--- src/rtl/regfile_scoreboard_pkg.sv ---
// Shared constants and types for the decode-stage register file and its busy scoreboard.
// Default geometry, register address type and the PC-alias register index.
package rf_pkg;

  localparam int BITS_DEFAULT  = 32;
  localparam int NREGS_DEFAULT = 16;
  localparam int NRD_DEFAULT   = 2;
  localparam int AW_DEFAULT    = $clog2(NREGS_DEFAULT);

  typedef logic [AW_DEFAULT-1:0] reg_addr_t;

  localparam reg_addr_t PC_REG_DEFAULT = reg_addr_t'(NREGS_DEFAULT - 1);

  function automatic int addr_width(input int nregs);
    return $clog2(nregs);
  endfunction

endpackage

--- src/rtl/regfile_scoreboard_if.sv ---
// Decode/writeback bundle for the register file: read ports, write port, issue and kill info.
// The master side is the decoder plus writeback; the slave side is the register file.
interface regfile_scoreboard_if
  import rf_pkg::*;
#(
  parameter int BITS  = BITS_DEFAULT,
  parameter int NREGS = NREGS_DEFAULT,
  parameter int NRD   = NRD_DEFAULT
);
  localparam int AW = addr_width(NREGS);

  logic [NRD-1:0][AW-1:0]   ra;
  logic [NRD-1:0]           rd_en;
  logic [NRD-1:0][BITS-1:0] rd;
  logic [NRD-1:0]           rd_busy;
  logic [BITS-1:0]          pc_plus8;
  logic                     we;
  logic [AW-1:0]            wa;
  logic [BITS-1:0]          wd;
  logic                     issue_valid;
  logic                     issue_we;
  logic [AW-1:0]            issue_wa;
  logic                     issue_long;
  logic                     kill;
  logic [AW-1:0]            kill_wa;
  logic                     stall;
  logic [AW:0]              busy_cnt;
  logic [31:0]              stall_cycles;

  modport master (
    output ra, rd_en, pc_plus8, we, wa, wd,
           issue_valid, issue_we, issue_wa, issue_long, kill, kill_wa,
    input  rd, rd_busy, stall, busy_cnt, stall_cycles
  );

  modport slave (
    input  ra, rd_en, pc_plus8, we, wa, wd,
           issue_valid, issue_we, issue_wa, issue_long, kill, kill_wa,
    output rd, rd_busy, stall, busy_cnt, stall_cycles
  );

endinterface

--- src/rtl/regfile_scoreboard_busy_table.sv ---
// Per-register pending-result bits: clear on writeback or kill, set by a newly issued long op.
// Provides raw busy lookups per read port and for the issue destination, plus the busy count.
module busy_table
  import rf_pkg::*;
#(
  parameter int NREGS = NREGS_DEFAULT,
  parameter int NRD   = NRD_DEFAULT,
  parameter int AW    = addr_width(NREGS)
) (
  input  logic                   CLK,
  input  logic                   RESET,
  input  logic                   we,
  input  logic [AW-1:0]          wa,
  input  logic                   kill,
  input  logic [AW-1:0]          kill_wa,
  input  logic                   set_en,
  input  logic [AW-1:0]          set_wa,
  input  logic [NRD-1:0][AW-1:0] ra,
  input  logic [AW-1:0]          dst_wa,
  output logic [NRD-1:0]         busy_rd,
  output logic                   busy_dst,
  output logic [AW:0]            busy_cnt
);

  logic [NREGS-1:0] busy_reg;
  logic [NREGS-1:0] busy_next;

  // Later assignments win: the set belongs to the newest op, so it overrides any clear.
  always_comb begin
    busy_next = busy_reg;
    if (we)     busy_next[wa]      = 1'b0;
    if (kill)   busy_next[kill_wa] = 1'b0;
    if (set_en) busy_next[set_wa]  = 1'b1;
  end

  always_ff @(posedge CLK) begin
    if (RESET) busy_reg <= '0;
    else       busy_reg <= busy_next;
  end

  always_comb begin
    busy_cnt = '0;
    for (int i = 0; i < NREGS; i++)
      busy_cnt = busy_cnt + {{AW{1'b0}}, busy_reg[i]};
  end

  genvar gi;
  generate
    for (gi = 0; gi < NRD; gi++) begin : g_lookup
      assign busy_rd[gi] = busy_reg[ra[gi]];
    end
  endgenerate

  assign busy_dst = busy_reg[dst_wa];

endmodule

--- src/rtl/regfile_scoreboard.sv ---
// Decode-stage register file with write-through bypass, PC aliasing, busy scoreboard
// and an issue-stall generator with a saturating stalled-cycle counter.
module regfile_scoreboard
  import rf_pkg::*;
#(
  parameter int BITS   = BITS_DEFAULT,
  parameter int NREGS  = NREGS_DEFAULT,
  parameter int NRD    = NRD_DEFAULT,
  parameter int PC_REG = NREGS - 1
) (
  input logic                CLK,
  input logic                RESET,
  regfile_scoreboard_if.slave bus
);

  localparam int AW = addr_width(NREGS);
  localparam logic [AW-1:0] PC_A = AW'(PC_REG);

  logic [BITS-1:0]  mem_reg [NREGS];
  logic [NRD-1:0]   busy_rd;
  logic [NRD-1:0]   rd_busy_w;
  logic             busy_dst;
  logic             stall_w;
  logic             set_en;
  logic             src_hz;
  logic             dst_hz;
  logic [31:0]      stall_cycles_reg;

  always_ff @(posedge CLK) begin
    if (RESET) begin
      for (int i = 0; i < NREGS; i++) mem_reg[i] <= '0;
    end else if (bus.we && bus.wa != PC_A) begin
      mem_reg[bus.wa] <= bus.wd;
    end
  end

  // PC alias beats the bypass, and the bypass hides a busy bit that is being cleared now.
  genvar gi;
  generate
    for (gi = 0; gi < NRD; gi++) begin : g_rd
      logic hit_pc;
      logic hit_byp;
      assign hit_pc        = (bus.ra[gi] == PC_A);
      assign hit_byp       = bus.we && (bus.wa == bus.ra[gi]);
      assign bus.rd[gi]    = hit_pc  ? bus.pc_plus8 :
                             hit_byp ? bus.wd       : mem_reg[bus.ra[gi]];
      assign rd_busy_w[gi] = !hit_pc && !hit_byp && busy_rd[gi];
    end
  endgenerate

  assign bus.rd_busy = rd_busy_w;

  assign src_hz  = |(bus.rd_en & rd_busy_w);
  assign dst_hz  = bus.issue_we && (bus.issue_wa != PC_A) && busy_dst &&
                   !(bus.we && bus.wa == bus.issue_wa);
  assign stall_w = bus.issue_valid && (src_hz || dst_hz);
  assign set_en  = bus.issue_valid && bus.issue_we && bus.issue_long && !stall_w &&
                   (bus.issue_wa != PC_A);

  busy_table #(
    .NREGS (NREGS),
    .NRD   (NRD),
    .AW    (AW)
  ) u_busy (
    .CLK      (CLK),
    .RESET    (RESET),
    .we       (bus.we),
    .wa       (bus.wa),
    .kill     (bus.kill),
    .kill_wa  (bus.kill_wa),
    .set_en   (set_en),
    .set_wa   (bus.issue_wa),
    .ra       (bus.ra),
    .dst_wa   (bus.issue_wa),
    .busy_rd  (busy_rd),
    .busy_dst (busy_dst),
    .busy_cnt (bus.busy_cnt)
  );

  always_ff @(posedge CLK) begin
    if (RESET)
      stall_cycles_reg <= '0;
    else if (stall_w && stall_cycles_reg != 32'hFFFF_FFFF)
      stall_cycles_reg <= stall_cycles_reg + 32'd1;
  end

  assign bus.stall        = stall_w;
  assign bus.stall_cycles = stall_cycles_reg;

endmodule

--- src/flat_wrapper.sv ---
// flat-port wrapper written by rule: the top's interface ports become plain ports
module regfile_scoreboard_flat import rf_pkg::*;
#(
  parameter int BITS   = BITS_DEFAULT,
  parameter int NREGS  = NREGS_DEFAULT,
  parameter int NRD    = NRD_DEFAULT,
  parameter int PC_REG = NREGS - 1
)
  (CLK, RESET, bus_ra, bus_rd_en, bus_pc_plus8, bus_we, bus_wa, bus_wd, bus_issue_valid, bus_issue_we, bus_issue_wa, bus_issue_long, bus_kill, bus_kill_wa, bus_rd, bus_rd_busy, bus_stall, bus_busy_cnt, bus_stall_cycles);
  regfile_scoreboard_if #(.BITS(BITS), .NREGS(NREGS), .NRD(NRD)) bus_i ();
  input logic CLK;
  input logic RESET;
  input wire logic [$bits(bus_i.ra)-1:0] bus_ra;
  input wire logic [$bits(bus_i.rd_en)-1:0] bus_rd_en;
  input wire logic [$bits(bus_i.pc_plus8)-1:0] bus_pc_plus8;
  input wire logic [$bits(bus_i.we)-1:0] bus_we;
  input wire logic [$bits(bus_i.wa)-1:0] bus_wa;
  input wire logic [$bits(bus_i.wd)-1:0] bus_wd;
  input wire logic [$bits(bus_i.issue_valid)-1:0] bus_issue_valid;
  input wire logic [$bits(bus_i.issue_we)-1:0] bus_issue_we;
  input wire logic [$bits(bus_i.issue_wa)-1:0] bus_issue_wa;
  input wire logic [$bits(bus_i.issue_long)-1:0] bus_issue_long;
  input wire logic [$bits(bus_i.kill)-1:0] bus_kill;
  input wire logic [$bits(bus_i.kill_wa)-1:0] bus_kill_wa;
  output wire logic [$bits(bus_i.rd)-1:0] bus_rd;
  output wire logic [$bits(bus_i.rd_busy)-1:0] bus_rd_busy;
  output wire logic [$bits(bus_i.stall)-1:0] bus_stall;
  output wire logic [$bits(bus_i.busy_cnt)-1:0] bus_busy_cnt;
  output wire logic [$bits(bus_i.stall_cycles)-1:0] bus_stall_cycles;
  assign bus_i.ra = bus_ra;
  assign bus_i.rd_en = bus_rd_en;
  assign bus_i.pc_plus8 = bus_pc_plus8;
  assign bus_i.we = bus_we;
  assign bus_i.wa = bus_wa;
  assign bus_i.wd = bus_wd;
  assign bus_i.issue_valid = bus_issue_valid;
  assign bus_i.issue_we = bus_issue_we;
  assign bus_i.issue_wa = bus_issue_wa;
  assign bus_i.issue_long = bus_issue_long;
  assign bus_i.kill = bus_kill;
  assign bus_i.kill_wa = bus_kill_wa;
  assign bus_rd = bus_i.rd;
  assign bus_rd_busy = bus_i.rd_busy;
  assign bus_stall = bus_i.stall;
  assign bus_busy_cnt = bus_i.busy_cnt;
  assign bus_stall_cycles = bus_i.stall_cycles;
  regfile_scoreboard #(.BITS(BITS), .NREGS(NREGS), .NRD(NRD), .PC_REG(PC_REG)) u_core (.CLK(CLK), .RESET(RESET), .bus(bus_i));
endmodule
--- config.mk ---
export PLATFORM = sky130hd
export DESIGN_NAME = regfile_scoreboard_flat
export DESIGN_NICKNAME = d
export VERILOG_FILES = /design/src/rtl/regfile_scoreboard_pkg.sv /design/src/rtl/regfile_scoreboard_if.sv /design/src/rtl/regfile_scoreboard_busy_table.sv /design/src/rtl/regfile_scoreboard.sv /design/src/flat_wrapper.sv
export SDC_FILE = /design/constraint.sdc
export NUM_CORES = 1
export LEC_CHECK = 0
export ABC_CLOCK_PERIOD_IN_PS = 3800
export BUFFER_PORTS_ARGS = -buffer_cell sky130_fd_sc_hd__buf_4
export CORE_UTILIZATION = 50
export DETAILED_ROUTE_END_ITERATION = 12
export GPL_ROUTABILITY_DRIVEN = 0
export HOLD_SLACK_MARGIN = 0.05
export PLACE_DENSITY = 0.7
export REMOVE_ABC_BUFFERS = 1
export SYNTH_ARGS = -nofsm -noshare
export SYNTH_HDL_FRONTEND = slang
export SYNTH_HIERARCHICAL = 1
export SYNTH_SLANG_ARGS = --single-unit
--- constraint.sdc ---
create_clock -name CLK -period 3.8 [get_ports CLK]
set_input_delay 0.19 -clock CLK [delete_from_list [all_inputs] [get_ports CLK]]
set_output_delay 0.19 -clock CLK [all_outputs]
set_load 0.02 [all_outputs]
* Word-level counts from Yosys, hierarchy flattened
Memories as Yosys holds them, arrays and structs flattened. Index checks and enable logic that the tools add are counted. Widths: inputs -> output; s select.
Cells by class: $add $sub $neg 16, magnitude comparators 8, equal/unequal tests 8, multiplexer cells 27, bitwise logic cells 6, reduce and logical (&&, ||, !) cells 29
Operators with widths (number):
- $mux 32 | 5
- $add 5x1->5 | 11
- $mux 16 | 3
- $add 32x1->32 const B | 1
- $and 16x16->16 | 2
- $ne 32x32->1 const B | 1
- $not 16->16 | 2
- $reduce_or 32->1 | 1
- $lt 4x5->1 const B | 5
- $logic_and 1x1->1 | 20
- $or 16x16->16 | 1
- $bmux 1 s4 | 3
- $demux 1 s4 | 3
- $eq 4x4->1 | 3
- $ge 4x1->1 const B | 3
- $mux 1 | 12
- $eq 4x4->1 const B | 2
- $ne 4x4->1 const B | 2
- $logic_not 1->1 | 6
- $add 4x1->5 | 1
- $add 3x1->4 | 1
- $mux 4 | 1
- $add 2x1->3 | 1
- $add 1x1->2 | 1
- 3 further kinds | 3
Storage, ports and cells: flip-flop bits (word level) 48, RAM bits 512, input port bits 93, output and inout bits 104, word-level logic and storage cells 97, memories kept 1
Memory list:
- u_core.mem_reg | depth 16, bits a word 32, read ports 2, clocked after Yosys merged registers in 0, wr ports 16, line regfile_scoreboard.sv:19 | logic [BITS-1:0] mem_reg [NREGS];

* Longest topological paths before layout
Gate-level depths: netlist (run 1).
depth in word-level cells 15, mapped depth 13, mapped depth without buffers 12

* By module
Netlist (run 1), hierarchy kept.
Modules (own cells, without submodules):
- regfile_scoreboard | times used 1, cells each 2111, area each 29846.1 um2, sequential area each 16015.4 um2
- busy_table | times used 1, cells each 167, area each 1646.6 um2, sequential area each 320.3 um2

* Worst setup path after synthesis (run 1)
OpenSTA, ideal clock, no wires.
path kind reg2out, start register u_core.u_busy.busy_reg[0], end output bus_busy_cnt[4], arrival time 3530 ps, data required time 3610 ps, setup slack 80 ps, stages on the path, launching flop included 12, path buffers 0, cells stage by stage dfxtp_1 > fa_1 > ha_1 > inv_1 > fa_1 > fa_1 > fa_1 > fa_1 > inv_1 > fa_1 > a21oi_1 > o21bai_1
Between the ends: word-level cells in the longest chain between the ends 15
RTL lines:
- start, declared | line regfile_scoreboard_busy_table.sv:25 | logic [NREGS-1:0] busy_reg;
- start signal, assigned | line regfile_scoreboard_busy_table.sv:38 | else busy_reg <= busy_next;
- $add 1x1->2 | line regfile_scoreboard_busy_table.sv:44 | busy_cnt = busy_cnt + {{AW{1'b0}}, busy_reg[i]};
- $add 2x1->3 | line regfile_scoreboard_busy_table.sv:44
- $add 3x1->4 | line regfile_scoreboard_busy_table.sv:44
- $add 4x1->5 | line regfile_scoreboard_busy_table.sv:44
- $add 5x1->5 (11 in a row) | line regfile_scoreboard_busy_table.sv:44
- end, declared | line flat_wrapper.sv:28 | output wire logic [$bits(bus_i.busy_cnt)-1:0] bus_busy_cnt;
No other way between the ends.

* Final worst setup path (run 1)
start register u_core.u_busy.busy_reg[0], end output bus_busy_cnt[1]
The elaborated chain is that of the path after synthesis.

==> impl_results.md, run 1 <==
- Cells after synthesis: about 2300
- Fin worst setup slack: -0.567 ns
- Status: finished, violations left
- Global route overflow: 0
- CTS root buf: clkbuf_16
- Worst-Margin Slew: 1.03 ns
- Clock sinks: 560
- Area leader, netlist: edfxtp_1
- Fill count: between 4000 and 5000
- Area Overhead vs Synth: 15.9%
- Pwr Density: 416 mW/mm2
- Layout cells sized above 1: 0.277
- Period minus WS final: 4.37 ns
- Reg power frac: 0.476
- Core area: just over 0.06 mm2
- TritonCTS buffer count: 60
- Leak: 13.0 nW
- GRT Util Overall: 0.299
- DIE WIDTH: ~250 um
- Largest net degree at the start of global routing: 77
- R2R depth: 12
- Post-layout net count: 2588
- R2R Path End: u_core/u_busy/busy_reg[15]
- Vias per cell: ~6.5
- Synthesized area per cell: 13.8 um2
- Clock share of power: 0.378
- Vias: about 22000
- Slew HR: 0.313
- Pint: 11.4 mW
- Max-Cap Viols: 0
- R2R setup slack: approximately 0.32 ns
- Mapped cell area: 0.0315 mm2
- Largest cells by area after synthesis: edfxtp_1 49%, mux4_2 21%, and2_1 9.6%
- Initial Utilization: 0.508
- Post-CTS setup repair buffer count: 0
- Tot Pwr: 15.2 mW
- Initial antenna violation count: 1
- WP data arrival: 4.18 ns
- Synth async-reset ratio: 0
- HPWL Detailed: ~57000 um
- Setup crit start kind: flop
- CP Capture Type: output pin
- Area of the multi-input gates: 0.0145 mm2
- RSZ-0062 raised after global routing: yes
- Post-synth EDFFs: 512
- DR WL/cell: 28.3 um
- Setup TNS: -2.44 ns
- Share of the synthesized area in the top cell type: 0.488
- Max FFs per register: 512
- P_sw: 3.83 mW
- Boundary pin count: slightly below 200
- Post-route antenna net violation count: 0
- Setup WS pre-CTS: 0.0257 ns
- Top FF cell, synth: edfxtp_1
- Die area: around 0.064 mm2
- Seq. cell area: between 0.015 and 0.02 mm2
- Drc violations: 0
- Row count: around 90
- Tcrit/Tclk final: 1.15
- Drt total wl: 95200 um
- Hold worst-path end: u_core/u_busy/busy_reg[9]
- R2r startpoint: u_core/u_busy/busy_reg[1]
- Achievable frequency: approximately 230 MHz
- Port Buffers: about 200
- Switching Fraction: 0.252
- Final Hold Viols: 0
- CP Class: flop to output pin
- Synth warn: 6
- #FFs+latches synth: 560
- Die extent in y: 253 um
- Gate power share: 0.146
- DRT iter0 DRCs: approximately 2500
- Failing checks: setup timing
- Setup Skew: 0.0135 ns
- Max Root-Sink Buffers: 3
- CP max FO: 2
- Hold Path Origin: bus_issue_wa[1]
- First-pass GRT wire length: ~140000 um
- Hold Path Class: primary input to flop
- Setup violators final: 5
- H-tree lvl count: 2
- Vias in the first global route: 22000
- Clock transition at path regs: 0.06 ns
- Drt first pass iters: 9
- Hold path cells: 4
- Peak supply drop: 0.346 mV
- CTS tree: done
- Fin util: 0.589
- Seq/Total Area, Yosys: 0.519
- WP data required: between 3 and 4 ns
- Yosys cell types: 56
- Slew Limit Fails: 0
- Clk_lat worst skew: approximately 0.62 ns
-- cell usage after synthesis, drive strengths merged (36+ instances only) --
cell	number
buf	49
a31oi	36
and2	485
a211oi	68
mux4	300
clkbuf	166
nor2	102
edfxtp	512
dfxtp	48
nand2	77
nor2b	45
a21oi	100
-- cell usage in the layout, fill, tap and decap left out, drive strengths merged, types with 18 or more instances in the layout --
cell	synthesis	layout
nand3	30	30
nor2b	45	45
conb	1	32
inv	27	28
edfxtp	512	512
or4	19	19
a211oi	68	68
mux4	300	300
clkinv	0	31
dlygate4sd3	0	39
mux2i	35	35
nor2	102	102
buf	49	279
o31ai	18	18
a31oi	36	36
dfxtp	48	48
nand2	77	77
and2	485	485
a21oi	100	100
clkbuf	166	76
-- kinds of logic (layout without fill, tap and decap cells) --
group                      count (synthesis)  in the layout  share of synthesized area
adders and majority gates                 21             21                     0.0110
buffers and inverters                    242            458                     0.0312
DFF                                      560            560                      0.519
muxes                                    338            338                      0.228
xor gates and xnor gates                  14             14                    0.00389
other                                      1             33                   0.000119
AOI/OAI and AO/OA                        271            271                     0.0550
and+or+nand+nor                          831            831                      0.152
-- worst max path at each step --
stage	cells after the start	startpoint	to	slack [ns]
floorplan	7	bus_ra[7]	u_core/u_busy/busy_reg[0]	-1.16
detailed placement	12	u_core/u_busy/busy_reg[0]	bus_busy_cnt[4]	0.03
finish	10	u_core/u_busy/busy_reg[0]	bus_busy_cnt[1]	-0.57
global route	11	u_core/u_busy/busy_reg[0]	bus_busy_cnt[2]	-0.66
CTS	10	u_core/u_busy/busy_reg[0]	bus_busy_cnt[1]	-0.58
global placement	12	u_core/u_busy/busy_reg[0]	bus_busy_cnt[4]	-0.009
-- power by group through the flow --
| stage | combinational, mW | sequential, mW | clock [mW] |
|---|---|---|---|
| 2_1_floorplan | 1.17 | 7.29 | 0 |
| 3_3_place_gp | 2.14 | 7.31 | 0 |
| 3_5_place_dp | 2.17 | 7.35 | 0 |
| 5_1_grt | 2.33 | 7.26 | 6.00 |
| 4_1_cts | 2.21 | 7.22 | 5.78 |
| 6_report | 2.22 | 7.23 | 5.73 |
-- timing repair --
item	in CTS	in global routing
resized for setup	8	4
hold buffers	39	0
endpoints found under the hold margin	490	0
cloned	0	0
endpoints found under the setup margin	5	5
pin swaps	3	2
-- area by class of cell --
class	instances	share of cell area
clock buffer	76	0.0434
inverter	27	0.00278
tap	837	0.0287
sequential	560	0.447
multi-input combinational	1507	0.397
clock inverter	37	0.00846
timing repair buffer	318	0.0722
antenna	1	0.0000685
-- worst max-delay path: stages, from the launching register on --
cell	delay, ns
dfxtp_2	0.33
fa_1	0.47
ha_2	0.33
inv_2	0.03
fa_1	0.45
fa_1	0.51
fa_1	0.43
fa_2	0.35
inv_2	0.07
fa_2	0.44
buf_6	0.15
-- metrics by stage --
step           hold slack (ns)  instance area (um2)  cells
2_1_floorplan            0.259                30700   2094
3_3_place_gp             0.474                34200   3210
3_5_place_dp             0.487                34200   3210
4_1_cts                 0.0610                36500   3362
5_1_grt                 0.0842                36500   3362
6_report                0.0966                36500   3363
-- metal layers --
| layer | global-route usage | routed length, um |
|---|---|---|
| met5 | 0 | 0 |
| met4 | 0.0819 | 2400 |
| met3 | 0.0757 | 10900 |
| met2 | 0.494 | 46200 |
| met1 | 0.395 | 35600 |
No activity file was read; power rests on OpenSTA's default activity.
==> run 2, diff against run 1 <==
Settings changed: CORE_UTILIZATION 50 to 45, PLACE_DENSITY 0.7 to 0.64.
==> impl_results.md, run 2 (same netlist as run 1, synthesis figures left out) <==
- Initial Utilization: 0.457 (-0.0517)
- Max Root-Sink Buffers: 3 (unchanged)
- CTS root buf: clkbuf_16
- Area of the multi-input gates: 0.0145 mm2 (about the same)
- GRT Util Overall: 0.272 (-0.0279)
- CP cell instances: fa_1 > ha_4 > inv_2 > fa_1 > fa_1 > fa_1 > fa_2 > inv_2 > fa_2 > buf_6
- CP Capture Type: output pin
- Tot Pwr: 15.5 mW (+2.3%)
- Port Buffers: 196 (unchanged)
- Pwr Density: 422 mW/mm2 (+1.5%)
- Clock transition at path regs: 0.06 ns (about the same)
- Final Hold Viols: 0 (unchanged)
- Die extent in y: 267 um (+5.4%)
- Die area: 0.0710 mm2 (+11%)
- Drc violations: 0 (unchanged)
- CP Class: flop to output pin
- Switching Fraction: 0.248 (-0.00384)
- DR WL/cell: 28.0 um (-1.0%)
- Fill count: 5727 (+19%)
- Achievable frequency: 228 MHz (-0.55%)
- Vias per cell: 6.23 (-3.5%)
- Area Overhead vs Synth: 16.8%
- Largest net degree at the start of global routing: 116 (+51%)
- Row count: 96 (+5.5%)
- Worst-Margin Slew: 1.13 ns (+0.0976 ns)
- Drt total wl: 96600 um (+1.4%)
- Worst path most repeated cell: fa_1
- Placed insts: 3294 (+2.6%)
- Fin cells: 3447 (+2.5%)
- Top Family by Delay on Critical Path: adder cells
- Core area: 0.0689 mm2 (+11%)
- Commonest non-fill, non-tap cell in the layout: edfxtp_1
- DRT iter0 DRCs: 2143 (-13%)
- Slowest CP cell: fa_1
- P_sw: 3.85 mW (+0.71%)
- Clk_lat worst skew: 0.63 ns (about the same)
- Layout cells sized above 1: 0.277 (-0.000488)
- Slew Limit Fails: 0 (unchanged)
- WP data required: 3.61 ns (about the same)
- Peak supply drop: 0.414 mV (+20%)
- Fin worst setup slack: -0.591 ns (-0.0240 ns)
- Max FFs per register: 512 (unchanged)
- Tcrit/Tclk final: 1.16 (+0.00632)
- Vias in the first global route: 21600 (-1.9%)
- Setup crit start kind: flop
- Hold Path Origin: bus_kill_wa[2]
- Post-route antenna net violation count: 0 (unchanged)
- DIE WIDTH: 267 um (+5.4%)
- Worst Setup SP: u_core/u_busy/busy_reg[0]
- Vias: 21500 (-1.1%)
- H-tree lvl count: 2 (unchanged)
- Status: finished, violations left
- Clock share of power: 0.392 (+0.014)
- Clock sinks: 560 (unchanged)
- Leak: 13.0 nW (+0.20%)
- Slew HR: 0.248 (-0.0651)
- Reg power frac: 0.465 (-0.011)
- Post-layout net count: 2581 (-0.27%)
- Failing checks: setup timing
- TritonCTS buffer count: 60 (unchanged)
- CP max FO: 2 (unchanged)
- First-pass GRT wire length: 140000 um (+0.24%)
- Critical path buffer and inverter count: 3 (unchanged)
- R2r startpoint: u_core/u_busy/busy_reg[1]
- Drt first pass iters: 5 (-4)
- Pint: 11.7 mW (+2.8%)
- Global route overflow: 0 (unchanged)
- Commonest cells after routing, fill and taps aside: 512 x edfxtp_1, 485 x and2_1, 288 x mux4_2
- CTS tree: done
- Period minus WS final: 4.39 ns (+0.0240 ns)
- Setup violators final: 5 (unchanged)
- HPWL Detailed: 55700 um (-1.6%)
- Gate power share: 0.143 (-0.003)
- WP data arrival: 4.20 ns (+0.02 ns)
- Setup Skew: 0.0117 ns (-0.00181 ns)
- Seq. cell area: 0.0163 mm2 (unchanged)
- RSZ-0062 raised after global routing: yes
- Initial antenna violation count: 2 (+1)
- Largest stage delay on the critical path: 0.52 ns (about the same)
- Hold Path Class: primary input to flop
- Boundary pin count: 197 (unchanged)
- Max-Cap Viols: 0 (unchanged)
[run 2: final timing paths]
kind | to | slack, ns | depth (start not counted)
hold / removal | u_core/u_busy/busy_reg[3] | 0.07 | 5
setup reg to reg | u_core/u_busy/busy_reg[15] | 0.47 | 12
hold reg to reg | u_core/bus.stall_cycles[19] | 0.50 | 2
setup / recovery | bus_busy_cnt[1] | -0.59 | 10
[run 2: final cells by class]
cell class              instances  area share
diodes                          1   0.0000680
flip-flops and latches        560       0.444
clock inverters                39      0.0127
clock buffers                  71      0.0422
multi-input cells            1507       0.394
repair buffers                311      0.0718
inverters                      27     0.00276
well taps                     931      0.0317
[run 2: stage by stage]
step / hold WS [ns] / worst slack (ns) / setup TNS [ns] / cell area, um2 / utilization
floorplan: 0.259 / -1.16 / -38.57 / 30700 / -
global placement: 0.479 / -0.0194 / -0.0309 / 34300 / 0.497
detailed placement: 0.490 / -0.00463 / -0.00463 / 34300 / 0.497
CTS: 0.0506 / -0.607 / -2.62 / 36800 / 0.533
global route: 0.0877 / -0.691 / -2.90 / 36800 / 0.533
finish: 0.0707 / -0.591 / -2.54 / 36800 / 0.533
[run 2: power groups by stage]
stage / registers [mW] / clock network (mW) / logic [mW]
2_1_floorplan: 7.29 / 0 / 1.17
3_3_place_gp: 7.31 / 0 / 2.17
3_5_place_dp: 7.35 / 0 / 2.18
4_1_cts: 7.22 / 6.15 / 2.22
5_1_grt: 7.26 / 6.37 / 2.33
6_report: 7.22 / 6.08 / 2.22
[run 2: worst register-to-register path: stages, from the launching register on]
cell and delay, ns:
dfxtp_1 0.32, buf_4 0.15, mux4_1 0.50, nor2b_1 0.15
a211oi_1 0.29, a21oi_1 0.07, o211a_1 0.16, a211oi_4 0.26
and3_1 0.25, and3_1 0.31, nand3_1 0.10, dlygate4sd3_1 0.56
a21oi_1 0.14
[run 2: what timing repair did]
| action | 4_1_cts | 5_1_grt |
|---|---|---|
| hold buffers | 42 | 0 |
| buffers inserted | 0 | 0 |
| hold endpoints to repair | 487 | 0 |
| pin swaps | 4 | 3 |
| cloned | 0 | 0 |
| gates resized for setup | 8 | 4 |
| setup endpoints to repair | 5 | 5 |
[run 2: per-layer routing]
| layer | vias up | part of all wire | global-route usage |
|---|---|---|---|
| met3 | 170 | 0.097 | 0.0497 |
| li1 | 9120 | - | - |
| met2 | 1157 | 0.48 | 0.442 |
| met1 | 11000 | 0.39 | 0.370 |
| met4 | 0 | 0.030 | 0.0848 |
| met5 | - | 0 | 0 |
==> run 3, diff against run 2 <==
Settings changed: CTS_BUF_LIST set to sky130_fd_sc_hd__clkbuf_8.
==> impl_results.md, run 3 (same netlist as run 1, synthesis figures left out) <==
- Commonest cells after routing, fill and taps aside: 512 x edfxtp_1, 485 x and2_1, 288 x mux4_2
- Drt first pass iters: 5 (unchanged)
- Fin worst setup slack: -0.610 ns (-0.0195 ns)
- Setup TNS: -2.65 ns (-0.112 ns)
- Layout cells sized above 1: 0.284 (+0.00732)
- Max FFs per register: 512 (unchanged)
- Reg power frac: 0.491 (+0.026)
- CP max FO: 2 (unchanged)
- Critical path buffer and inverter count: 3 (unchanged)
- Clock sinks: 560 (unchanged)
- First-pass GRT wire length: 141000 um (+0.63%)
- TritonCTS buffer count: 95 (+58%)
- Hold Path Origin: bus_kill
- Worst path most repeated cell: fa_1
- RSZ-0062 raised after global routing: yes
- Initial antenna violation count: 3 (+1)
- Area Overhead vs Synth: 16.4%
- Clock share of power: 0.358 (-0.034)
- Drt total wl: 96900 um (+0.32%)
- DIE WIDTH: 267 um (unchanged)
- Global route hottest layer: met2
- Post-route antenna net violation count: 0 (unchanged)
- Global route overflow: 0 (unchanged)
- Port Buffers: 196 (unchanged)
- H-tree lvl count: 3 (+1)
- Slew HR: 0.235 (-0.0129)
- Die extent in y: 267 um (unchanged)
- Final Hold Viols: 0 (unchanged)
- DRT iter0 DRCs: 2209 (+3.1%)
- Boundary pin count: 197 (unchanged)
- CTS root buf: clkbuf_8
- DR WL/cell: 27.5 um (-1.8%)
- Post-CTS setup repair buffer count: 0 (unchanged)
- Worst-Margin Slew: 1.15 ns (+0.0194 ns)
- Failing checks: setup timing
- Drc violations: 0 (unchanged)
- Routing usage on met2: 0.449 (+0.00648)
- GRT Util Overall: 0.274 (+0.00208)
- M1 GR Usage: 0.370 (about the same)
- Largest stage delay on the critical path: 0.51 ns (about the same)
- CP cell instances: fa_1 > ha_4 > inv_2 > fa_1 > fa_1 > fa_1 > fa_2 > inv_2 > fa_2 > buf_6
- Setup crit start kind: flop
- Status: finished, violations left
- Top Family by Delay on Critical Path: adder cells
- Vias per cell: 6.17 (-1.0%)
- Hold path cells: 5 (unchanged)
- P_sw: 3.90 mW (+1.1%)
- Row count: 96 (unchanged)
- Leak: 13.1 nW (+0.74%)
- Gate power share: 0.151 (+0.008)
- Commonest non-fill, non-tap cell in the layout: edfxtp_1
- Vias in the first global route: 21800 (+1.2%)
- CTS tree: done
- Period minus WS final: 4.41 ns (+0.0195 ns)
- Pwr Density: 401 mW/mm2 (-4.9%)
- Initial Utilization: 0.457 (unchanged)
- CP Capture Type: output pin
- Slew Limit Fails: 0 (unchanged)
- Core area: 0.0689 mm2 (unchanged)
- Setup Skew: 0.0265 ns (+0.0148 ns)
- CP Class: flop to output pin
- Switching Fraction: 0.265 (+0.0165)
- Worst path depth: 10 (unchanged)
- Pint: 10.8 mW (-7.3%)
- WP data arrival: 4.22 ns (+0.02 ns)
- Max-Cap Viols: 0 (unchanged)
- Largest net degree at the start of global routing: 116 (unchanged)
- Setup WS pre-CTS: -0.00463 ns (unchanged)
- Max Root-Sink Buffers: 3 (unchanged)
- Hold Path Class: primary input to flop
- R2R depth: 12 (unchanged)
- R2r startpoint: u_core/u_busy/busy_reg[1]
- Setup violators final: 5 (unchanged)
- Die area: 0.0710 mm2 (unchanged)
- WP data required: 3.61 ns (about the same)
- Post-layout net count: 2626 (+1.7%)
- Clock transition at path regs: 0.06 ns (about the same)
- Met3 usage: 0.0498 (+0.0000923)
- Vias: 21700 (+1.1%)
- Worst Setup SP: u_core/u_busy/busy_reg[0]
- Peak supply drop: 0.217 mV (-48%)
- Slowest CP cell: fa_1
- Achievable frequency: 227 MHz (-0.44%)
- HPWL Detailed: 55700 um (unchanged)
- Clk_lat worst skew: 0.70 ns (+0.07 ns)
- Tcrit/Tclk final: 1.16 (+0.00514)
[run 3: cell count changes in the layout (fill, tap and decap cells not counted), sizes merged]
cell,delta
inv,+29
clkbuf,+26
clkinv,+15
dlygate4sd3,+10
bufinv,-5
clkinvlp,+1
[run 3: worst paths after layout]
path / slack [ns] / endpoint
worst min register to register: 0.50 / u_core/bus.stall_cycles[19]
worst min-delay path: 0.14 / u_core/u_busy/busy_reg[10]
worst max-delay path: -0.61 / bus_busy_cnt[1]
worst max register to register: 0.19 / u_core/u_busy/busy_reg[12]
[run 3: power groups by stage]
stage               logic [mW]  clock network (mW)  registers, mW
floorplan                 1.17                   0           7.29
global placement          2.17                   0           7.31
detailed placement        2.18                   0           7.35
CTS                       2.23                5.37           7.22
global route              2.34                5.60           7.26
finish                    2.23                5.27           7.22
[run 3: area by class of cell]
cell class / count / area (um2)
repair buffers: 321 / 2740
inverters: 27 / 101
flip-flops and latches: 560 / 16300
clock inverters: 79 / 482
diodes: 1 / 2.50
multi-input cells: 1507 / 14500
fillers: 5793 / 32300
clock buffers: 97 / 1340
well taps: 931 / 1160
[run 3: metal layers]
layer  vias to the layer above  share of wire
li1                       9237              -
met1                     11200           0.39
met2                      1168           0.48
met3                       163          0.097
met4                         0          0.026
met5                         -              0
[run 3: tightest hold or removal path, stage by stage]
cell      delay (ns)
buf_4           0.09
and3b_1         0.24
a221oi_1        0.10
a21oi_1         0.13
nor2_1          0.05
[run 3: stage by stage]
stage / utilization / power, mW / std cells / area, um2 / hold slack, ns
after global routing: 0.532 / 15.2 / 3522 / 36700 / 0.165
after detailed placement: 0.497 / 9.53 / 3294 / 34300 / 0.490
after floorplan: - / 8.46 / 2094 / 30700 / 0.259
final: 0.532 / 14.7 / 3523 / 36700 / 0.138
after global placement: 0.497 / 9.48 / 3294 / 34300 / 0.479
after CTS: 0.532 / 14.8 / 3522 / 36700 / 0.0653
[run 3: repair_timing]
action	CTS	global route
hold buffers	52	0
hold endpoints to repair	495	0
setup endpoints to repair	5	5
pin swaps	4	3
gates resized for setup	8	5
